### src/rtl/snake_pkg.sv
// Shared types and constants for the snake animation sequencer.
package snake_pkg;

   typedef enum logic [1:0] {
      CMD_RUN        = 2'd0,
      CMD_PAUSE      = 2'd1,
      CMD_STEP       = 2'd2,
      CMD_LOAD_SPEED = 2'd3
   } cmd_op_e;

   typedef enum logic [1:0] {
      ST_IDLE  = 2'd0,
      ST_RUN   = 2'd1,
      ST_PAUSE = 2'd2,
      ST_STEP  = 2'd3
   } seq_state_e;

   localparam int         SNAKE_ITER_N = 13;
   localparam logic [6:0] SEG_BLANK    = 7'b1111111;

endpackage

### src/rtl/snake_sequencer_tick_prescaler.sv
// Ticks-per-phase prescaler: owns the speed register and the tick counter.
// A speed of zero is stored as one so the counter always has a terminal value.
module tick_prescaler #(
   parameter int TICKS_W       = 16,
   parameter int DEFAULT_TICKS = 10
) (
   input  logic               clk,
   input  logic               rst,
   input  logic               enable,
   input  logic               clear,
   input  logic               load,
   input  logic [TICKS_W-1:0] speed,
   output logic               tc
);

   logic [TICKS_W-1:0] speed_r;
   logic [TICKS_W-1:0] count_r;
   logic [TICKS_W-1:0] last_s;

   function automatic logic [TICKS_W-1:0] clamp_speed(input logic [TICKS_W-1:0] s);
      return (s == {TICKS_W{1'b0}}) ? TICKS_W'(1) : s;
   endfunction

   assign last_s = speed_r - TICKS_W'(1);
   assign tc     = enable && (count_r == last_s);

   // Speed register, reloaded by LOAD_SPEED
   always_ff @(posedge clk or posedge rst) begin
      if (rst) begin
         speed_r <= clamp_speed(TICKS_W'(DEFAULT_TICKS));
      end else if (load) begin
         speed_r <= clamp_speed(speed);
      end else begin
         speed_r <= speed_r;
      end
   end

   // Tick counter: clear wins, otherwise count 0..speed-1 while enabled
   always_ff @(posedge clk or posedge rst) begin
      if (rst) begin
         count_r <= {TICKS_W{1'b0}};
      end else if (clear) begin
         count_r <= {TICKS_W{1'b0}};
      end else if (enable) begin
         count_r <= tc ? {TICKS_W{1'b0}} : (count_r + TICKS_W'(1));
      end else begin
         count_r <= count_r;
      end
   end

endmodule

### src/rtl/snake_sequencer.sv
// Command-driven phase sequencer for the two-digit snake animation.
// Define SNAKE_SEQ_REVERSE_EN to honour `dir`; otherwise every advance is forward.
module snake_sequencer
   import snake_pkg::*;
#(
   parameter int ITER_N        = SNAKE_ITER_N,
   parameter int TICKS_W       = 16,
   parameter int DEFAULT_TICKS = 10
) (
   input  logic                      clk,
   input  logic                      rst,
   input  logic                      cmd_valid,
   output logic                      cmd_ready,
   input  logic [1:0]                cmd_op,
   input  logic [TICKS_W-1:0]        cmd_data,
   input  logic                      dir,
   output logic [$clog2(ITER_N)-1:0] phase,
   output logic                      phase_stb,
   output logic                      running,
   output logic                      blank
);

   localparam int                 PHASE_W    = $clog2(ITER_N);
   localparam logic [PHASE_W-1:0] PHASE_LAST = PHASE_W'(ITER_N - 1);
   localparam logic [PHASE_W-1:0] PHASE_ZERO = {PHASE_W{1'b0}};

   seq_state_e         state_r;
   seq_state_e         state_nx_s;
   cmd_op_e            op_s;
   logic               accept_s;
   logic               tick_en_s;
   logic               tick_clr_s;
   logic               tick_load_s;
   logic               tick_tc_s;
   logic               step_adv_s;
   logic               advance_s;
   logic [PHASE_W-1:0] phase_nx_s;
   logic               stb_nx_s;
   logic               running_nx_s;
   logic               blank_nx_s;
   logic               ready_nx_s;

`ifdef SNAKE_SEQ_REVERSE_EN
   function automatic logic [PHASE_W-1:0] next_phase(input logic [PHASE_W-1:0] p,
                                                     input logic rev);
      if (rev) begin
         return (p == PHASE_ZERO) ? PHASE_LAST : (p - PHASE_W'(1));
      end else begin
         return (p == PHASE_LAST) ? PHASE_ZERO : (p + PHASE_W'(1));
      end
   endfunction
`else
   logic unused_dir_s;
   assign unused_dir_s = dir;

   function automatic logic [PHASE_W-1:0] next_phase(input logic [PHASE_W-1:0] p);
      return (p == PHASE_LAST) ? PHASE_ZERO : (p + PHASE_W'(1));
   endfunction
`endif

   assign op_s     = cmd_op_e'(cmd_op);
   assign accept_s = cmd_valid && cmd_ready;

   // PAUSE and LOAD_SPEED freeze the counter, which also suppresses a coincident terminal tick
   assign tick_load_s = accept_s && (op_s == CMD_LOAD_SPEED);
   assign tick_clr_s  = tick_load_s || (accept_s && (op_s == CMD_RUN) && (state_r != ST_RUN));
   assign tick_en_s   = (state_r == ST_RUN) &&
                        !(accept_s && ((op_s == CMD_PAUSE) || (op_s == CMD_LOAD_SPEED)));
   assign step_adv_s  = accept_s && (op_s == CMD_STEP) &&
                        ((state_r == ST_IDLE) || (state_r == ST_PAUSE));
   assign advance_s   = tick_tc_s || step_adv_s;

   tick_prescaler #(
      .TICKS_W       (TICKS_W),
      .DEFAULT_TICKS (DEFAULT_TICKS)
   ) u_prescaler (
      .clk    (clk),
      .rst    (rst),
      .enable (tick_en_s),
      .clear  (tick_clr_s),
      .load   (tick_load_s),
      .speed  (cmd_data),
      .tc     (tick_tc_s)
   );

   // State register
   always_ff @(posedge clk or posedge rst) begin
      if (rst) begin
         state_r <= ST_IDLE;
      end else begin
         state_r <= state_nx_s;
      end
   end

   // Next-state logic
   always_comb begin
      state_nx_s = state_r;
      case (state_r)
         ST_IDLE, ST_PAUSE: begin
            if (accept_s) begin
               case (op_s)
                  CMD_RUN:   state_nx_s = ST_RUN;
                  CMD_PAUSE: state_nx_s = ST_PAUSE;
                  CMD_STEP:  state_nx_s = ST_STEP;
                  default:   state_nx_s = state_r;
               endcase
            end else begin
               state_nx_s = state_r;
            end
         end
         ST_RUN: begin
            if (accept_s && (op_s == CMD_PAUSE)) begin
               state_nx_s = ST_PAUSE;
            end else begin
               state_nx_s = ST_RUN;
            end
         end
         ST_STEP: state_nx_s = ST_PAUSE;
         default: state_nx_s = ST_IDLE;
      endcase
   end

   // Output next values, derived from the state being entered
   always_comb begin
      phase_nx_s = phase;
      if (advance_s) begin
`ifdef SNAKE_SEQ_REVERSE_EN
         phase_nx_s = next_phase(phase, dir);
`else
         phase_nx_s = next_phase(phase);
`endif
      end else begin
         phase_nx_s = phase;
      end
      stb_nx_s     = advance_s;
      running_nx_s = (state_nx_s == ST_RUN);
      blank_nx_s   = (state_nx_s == ST_IDLE);
      ready_nx_s   = (state_nx_s != ST_STEP);
   end

   // Registered outputs
   always_ff @(posedge clk or posedge rst) begin
      if (rst) begin
         phase     <= PHASE_ZERO;
         phase_stb <= 1'b0;
         running   <= 1'b0;
         blank     <= 1'b1;
         cmd_ready <= 1'b1;
      end else begin
         phase     <= phase_nx_s;
         phase_stb <= stb_nx_s;
         running   <= running_nx_s;
         blank     <= blank_nx_s;
         cmd_ready <= ready_nx_s;
      end
   end

endmodule

### config.mk
export PLATFORM = sky130hd
export DESIGN_NAME = snake_sequencer
export DESIGN_NICKNAME = d
export VERILOG_FILES = /design/src/rtl/snake_pkg.sv /design/src/rtl/snake_sequencer_tick_prescaler.sv /design/src/rtl/snake_sequencer.sv
export SDC_FILE = /design/constraint.sdc
export NUM_CORES = 1
export LEC_CHECK = 0
export CAP_MARGIN = 20
export CORE_MARGIN = 3
export CORE_UTILIZATION = 60
export DETAILED_ROUTE_END_ITERATION = 8
export GPL_TIMING_DRIVEN = 0
export MAX_ROUTING_LAYER = met4
export PLACE_DENSITY = 0.85
export SYNTH_ARGS = -nofsm -noshare
export SYNTH_HDL_FRONTEND = slang
export SYNTH_SLANG_ARGS = --single-unit
### constraint.sdc
create_clock -name clk -period 4.3 [get_ports clk]
set_clock_uncertainty 0.05 [all_clocks]
set_input_delay 0.86 -clock clk [delete_from_list [all_inputs] [get_ports clk]]
set_output_delay 0.86 -clock clk [all_outputs]
set_load 0.02 [all_outputs]
==> results of run 1 <==
## stage by stage
stage / utilization / power [mW] / area [µm²] / hold slack, ps
3_3_place_gp: 0.730 / 0.932 / 3030 / 420
5_1_grt: 0.752 / 1.29 / 3120 / 493
3_5_place_dp: 0.730 / 0.950 / 3030 / 437
2_1_floorplan: - / 0.816 / 2680 / 386
6_report: 0.752 / 1.21 / 3120 / 445
4_1_cts: 0.752 / 1.22 / 3120 / 447
## cells in the final DEF (no fill, tap or decap), types with 2 or more instances in the layout
master	n
nand3b_1	2
xnor2_1	12
or3b_2	2
inv_1	14
o31ai_1	2
nor2_1	18
clkbuf_8	6
nor3b_1	2
mux2i_1	6
ha_1	8
a21oi_1	10
nand4b_1	2
nand4_1	9
mux2_2	17
dfrtp_1	38
buf_2	3
a31oi_1	8
clkbuf_1	13
o2111ai_1	2
dfstp_2	4
nor2b_1	2
nor3_1	5
xor2_1	9
and3_1	3
nand2b_1	4
nor4_1	8
o311ai_1	6
or4_1	3
a32o_1	2
nand3_1	20
o21ai_0	7
clkdlybuf4s50_1	28
nand2_1	24
## where the power goes
part / internal (mW) / switching [mW]
Sequential: 0.465 / 0.0879
Clock: 0.130 / 0.137
Combinational: 0.195 / 0.197
## cell usage after synthesis (all sizes together), types with 2 or more instances
| library cell | number | share of area |
|---|---|---|
| nand3 | 20 | 0.037 |
| o21ai | 8 | 0.015 |
| nand4 | 9 | 0.021 |
| o31ai | 2 | 0.0056 |
| o311ai | 6 | 0.020 |
| nand2 | 24 | 0.034 |
| nand3b | 2 | 0.0056 |
| a32o | 2 | 0.0075 |
| nand2b | 4 | 0.0093 |
| nor3b | 2 | 0.0056 |
| mux2i | 6 | 0.022 |
| a21oi | 10 | 0.019 |
| buf | 4 | 0.0070 |
| or3b | 3 | 0.0098 |
| xor2 | 9 | 0.029 |
| dfrtp | 38 | 0.35 |
| nor2 | 18 | 0.025 |
| nor2b | 2 | 0.0047 |
| a31oi | 8 | 0.019 |
| and3 | 3 | 0.0070 |
| nor3 | 5 | 0.0093 |
| mux2 | 17 | 0.071 |
| or4 | 3 | 0.0084 |
| xnor2 | 12 | 0.039 |
| ha | 8 | 0.037 |
| o2111ai | 2 | 0.0065 |
| dfstp | 4 | 0.039 |
| inv | 15 | 0.021 |
| nand4b | 3 | 0.012 |
| clkbuf | 12 | 0.017 |
| nor4 | 9 | 0.023 |
## state kept, by name, summed over array words and instances, names as in the netlist
signal and flops:
cmd_ready 1, running 1, blank 1, u_prescaler.speed_r 16
state_r 2, phase_stb 1, u_prescaler.count_r 16, phase 4
## critical path: cells and delay by family
kind            cells  cell delay, ps
fa+ha+maj           1             230
compound gates      2             350
simple gates        4            1070
mux                 1             360
buf+inv             2             580
## cells by family (layout without fill, tap and decap cells)
family,after synthesis,count (layout)
compound gates,50,50
xor+xnor,22,22
fa+ha+maj,8,8
buf+inv,31,67
flops,42,42
mux,23,23
simple gates,110,110
## per-layer routing
metal | vias up | routed length (µm) | track usage
li1 | 1126 | - | -
met1 | 1076 | 2730 | 0.323
met2 | 45 | 2850 | 0.372
met3 | 9 | 233 | 0.0399
met4 | 0 | 86 | 0.102
met5 | - | 0 | -
## final cells by class
class                           count  area (µm²)
Inverter                           15        56.3
Sequential cell                    42        1060
Timing Repair Buffer               28         280
Clock buffer                        7        86.3
Buffer                             16        63.8
Tap cell                           50        62.6
Fill cell                         299        1030
Multi-Input combinational cell    213        1510
Clock inverter                      1        5.00
## worst max-delay path by stage
stage	from	endpoint	slack (ps)	depth (start not counted)
after floorplan	u_prescaler.speed_r[0]	phase[0]	1540	10
after global placement	cmd_op[1]	phase[1]	740	10
after detailed placement	cmd_op[1]	phase[1]	710	10
after CTS	cmd_op[1]	phase[0]	1010	10
after global routing	cmd_op[1]	phase[1]	790	10
final	cmd_op[1]	phase[0]	980	10
==> flow_summary.json, run 1 <==
{
  "cts_num_sinks": 42,
  "grt_pass1_vias": 2141,
  "synthArstFlopShare": 1.00,
  "power.density_nw_per_um2": 389,
  "hold_depth": 1,
  "drc_errors": 0,
  "row_count": 23,
  "slew_viol_final": 0,
  "rr_endpoint": "phase[0]",
  "crit_required_ps": 4440,
  "synth-simple-area-share": 0.222,
  "dp_hpwl_um": 4320,
  "leakage_nw": 1.26,
  "clkLatencyLatePin_ps": 300,
  "whs_endpoint": "blank",
  "clock-root-buffer": "clkbuf_8",
  "reg2reg_depth": 10,
  "grt_max_degree": 43,
  "setup_viol": 0,
  "worstHoldPathType": "flop to flop",
  "critical_path_class": "input pin to flop",
  "synthFlopType": "dfrtp_1",
  "cts.hold.buffers_added": 0,
  "peakVddDrop_mv": 0.399,
  "drt_iter0_drc": 107,
  "layout.nets": 351,
  "dieArea_um2": 5310,
  "viasPerCell": 6.06,
  "cpMaxStageDelayCell": "clkdlybuf4s50_1",
  "hold_viol": 0,
  "cp_max_fo": 6,
  "synth-edff-count": 0,
  "io_buffers": 28,
  "cp_data_arrival_time_ps": 3450,
  "final_min_period_over_clock_period": 0.771,
  "die_w_um": 72.9,
  "syn_avg_cell_area_um2": 9.38,
  "h-tree-depth": 2,
  "synth_top_family_by_area": "simple AND/OR/NAND/NOR gates",
  "antenna_cells": 0,
  "status": "finished, final reports clean",
  "cts.clk_slew.worst_paths_ps": 80,
  "muxShareOfSynthArea": 0.0938,
  "pin_count": 30,
  "ys_ff_latch": 42,
  "yosys.cell_types.count": 52,
  "cp-start-kind": "input pin",
  "wl_per_cell_um": 15.8,
  "regToRegSetupSlack_ps": 1190,
  "syn_area_um2": 2680,
  "synth_compound_area_frac": 0.132,
  "initial_core_util": 0.647,
  "cp-end-kind": "flop",
  "vias": 2256,
  "worst_slew_pin_slew_ps": 848,
  "gp_congestion": 0.889,
  "cts_buffer_depth": 2,
  "max_stage_delay_ps": 510,
  "yosysSeqAreaShare": 0.394,
  "grt_overflow": 0,
  "instances_no_fill": 372,
  "min_from": "state_r[0]",
  "syn2layout_area_growth_pct": 16.2,
  "ctsResizeCount": 0,
  "cts_tree": "done",
  "post-place-ws_ps": 706,
  "dp.cells": 364,
  "rsz0062_at_grt": "false",
  "numCtsBuffers": 5,
  "fmax_mhz": 301,
  "post_cts_buffers": 0,
  "track_usage": 0.244,
  "syn_inst": 286,
  "synth_fa_ha_area_frac": 0.0373,
  "core_area_um2": 4140,
  "fin_tns_setup_ps": 0,
  "max-slew-margin-rel": 0.434,
  "crit_path_cell_trace": "clkdlybuf4s50_1 -> inv_1 -> ha_1 -> nor2_1 -> o21ai_0 -> nor4_1 -> o2111ai_1 -> nand4b_2 -> nand2_1 -> mux2_2",
  "r2r_start": "u_prescaler.speed_r[0]",
  "synth_nets": 316,
  "synth_warnings": 0,
  "drt-pass1-iter-count": 4,
  "drtAntennaViolNets": 0,
  "period_minus_slack_ps": 3320,
  "wirelength_um": 5890,
  "die_y_um": 72.9,
  "antenna_found_initial": 0,
  "grt_pass1_wl_um": 9790,
  "synth-xor-area-share": 0.0774,
  "maxCapViolCount": 0,
  "drive_gt1_frac": 0.115,
  "fin_ws_ps": 983
}
No activity file was read; power rests on OpenSTA's default activity.
==> inputs of run 2 (changes only) <==
- CORE_UTILIZATION: 60 -> 56
- PLACE_DENSITY: 0.85 -> 0.8
- clock period: 4.3 -> 3.23 ns (I/O delays scaled with it)
==> flow_summary.json, run 2 (same netlist as run 1, synthesis figures left out) <==
{
  "status": "finished, final reports clean",
  "period_minus_slack_ps": 3020,
  "wirelength_um": 5730,
  "power.density_nw_per_um2": 508,
  "h-tree-depth": 2,
  "cts_tree": "done",
  "place_area_um2": 3030,
  "drt-pass1-iter-count": 4,
  "drive_gt1_frac": 0.121,
  "slew_viol_final": 0,
  "r2r_start": "u_prescaler.speed_r[0]",
  "reg2reg_depth": 11,
  "layout.nets": 351,
  "dp_hpwl_um": 4220,
  "row_count": 24,
  "vias": 2274,
  "cts.clk_slew.worst_paths_ps": 80,
  "cp-start-kind": "flop",
  "clock-root-buffer": "clkbuf_8",
  "antenna_found_initial": 0,
  "peakVddDrop_mv": 0.481,
  "fmax_mhz": 331,
  "worst_slew_pin_slew_ps": 853,
  "startpoint": "u_prescaler.speed_r[0]",
  "cp_data_arrival_time_ps": 3140,
  "cts_num_sinks": 42,
  "rsz0062_at_grt": "false",
  "hold_viol": 0,
  "cp-end-kind": "flop",
  "core_area_um2": 4470,
  "gp_congestion": 0.887,
  "cp_max_fo": 10,
  "grt_max_degree": 43,
  "die_y_um": 75.2,
  "max-slew-margin-rel": 0.430,
  "wl_per_cell_um": 15.3,
  "final_min_period_over_clock_period": 0.934,
  "crit_required_ps": 3350,
  "leakage_nw": 1.26,
  "min_from": "state_r[0]",
  "drtAntennaViolNets": 0,
  "track_usage": 0.223,
  "crit_path_cell_trace": "inv_1 -> ha_2 -> or4b_1 -> clkbuf_1 -> nor4_2 -> mux2i_1 -> o2111ai_1 -> nand4b_2 -> buf_2 -> a31oi_1 -> mux2i_1",
  "final_common_cell": "dfrtp_1",
  "cts_buffer_depth": 2,
  "maxCapViolCount": 0,
  "total_power_mw": 1.58,
  "dieArea_um2": 5660,
  "numCtsBuffers": 5,
  "initial_core_util": 0.600,
  "grt_overflow": 0,
  "hold_depth": 1,
  "max_stage_delay_ps": 440,
  "drc_errors": 0,
  "worstHoldPathType": "flop to flop",
  "top_regs": "u_prescaler.count_r (16), u_prescaler.speed_r (16), phase (4)",
  "grt_pass1_vias": 2076,
  "pin_count": 30,
  "design_area_um2": 3120,
  "critical_path_class": "flop to flop",
  "fin_util": 0.696,
  "io_buffers": 28,
  "worst_path_most_repeated_cell": "mux2i_1",
  "cpMaxStageDelayCell": "or4b_1",
  "syn2layout_area_growth_pct": 16.1,
  "fillers": 365,
  "clkLatencyLatePin_ps": 300,
  "drt_iter0_drc": 94,
  "setup_viol": 0,
  "antenna_cells": 0,
  "layout_common_cells": "dfrtp_1, clkdlybuf4s50_1, nand2_1, nand3_1, nor2_1",
  "viasPerCell": 6.08,
  "die_w_um": 75.2,
  "grt_pass1_wl_um": 9390
}
[run 2: timing repair]
item                                    CTS  global route
hold buffers                              0             0
endpoints found under the setup margin    0            18
gates resized for setup                   0             3
setup buffers                             0             0
[run 2: where the power goes]
part / leakage [nW] / total (mW) / switching, mW / internal, mW
clock: 0.0450 / 0.324 / 0.174 / 0.150
sequential: 0.526 / 0.738 / 0.118 / 0.620
combinational: 0.685 / 0.520 / 0.260 / 0.260
[run 2: per-layer routing]
layer / up-vias / track usage / part of all wire
met1: 1099 / 0.287 / 0.46
met5: - / - / 0
met3: 9 / 0.0507 / 0.039
li1: 1123 / - / -
met4: 0 / 0.0757 / 0.016
met2: 43 / 0.346 / 0.49
[run 2: final timing paths]
kind                                          end  slack, ps
min in group asynchronous               phase_stb        790
hold / removal                              blank        430
hold reg to reg                             blank        430
setup reg to reg           u_prescaler.count_r[2]        210
setup / recovery           u_prescaler.count_r[2]        210
max in group asynchronous  u_prescaler.speed_r[5]       1790
[run 2: area by class of cell]
cell class	count	area (µm²)	area share
Clock buffer	6	72.6	0.0233
Tap cell	52	65.1	0.0209
Buffer	16	63.8	0.0205
Multi-Input combinational cell	213	1510	0.485
Timing Repair Buffer	28	280	0.0900
Sequential cell	42	1060	0.339
Inverter	15	56.3	0.0181
Clock inverter	2	10.0	0.00321
[run 2: through the flow]
| step | setup TNS, ps | hold slack, ps | instances | worst slack, ps |
|---|---|---|---|---|
| 2_1_floorplan | 0 | 386 | 286 | 473 |
| 3_3_place_gp | -1150 | 420 | 366 | -143 |
| 3_5_place_dp | -1870 | 426 | 366 | -178 |
| 4_1_cts | 0 | 438 | 374 | 127 |
| 5_1_grt | 0 | 482 | 374 | 28.3 |
| 6_report | 0 | 434 | 374 | 212 |
[run 2: critical path: cells and delay by family (launching register included)]
kind                       cells  cell delay (ps)
and+or+nand+nor                3             1010
buffers and inverters          3              520
DFF                            1              420
muxes                          2              330
AOI/OAI and AO/OA              2              320
adders and majority gates      1              240
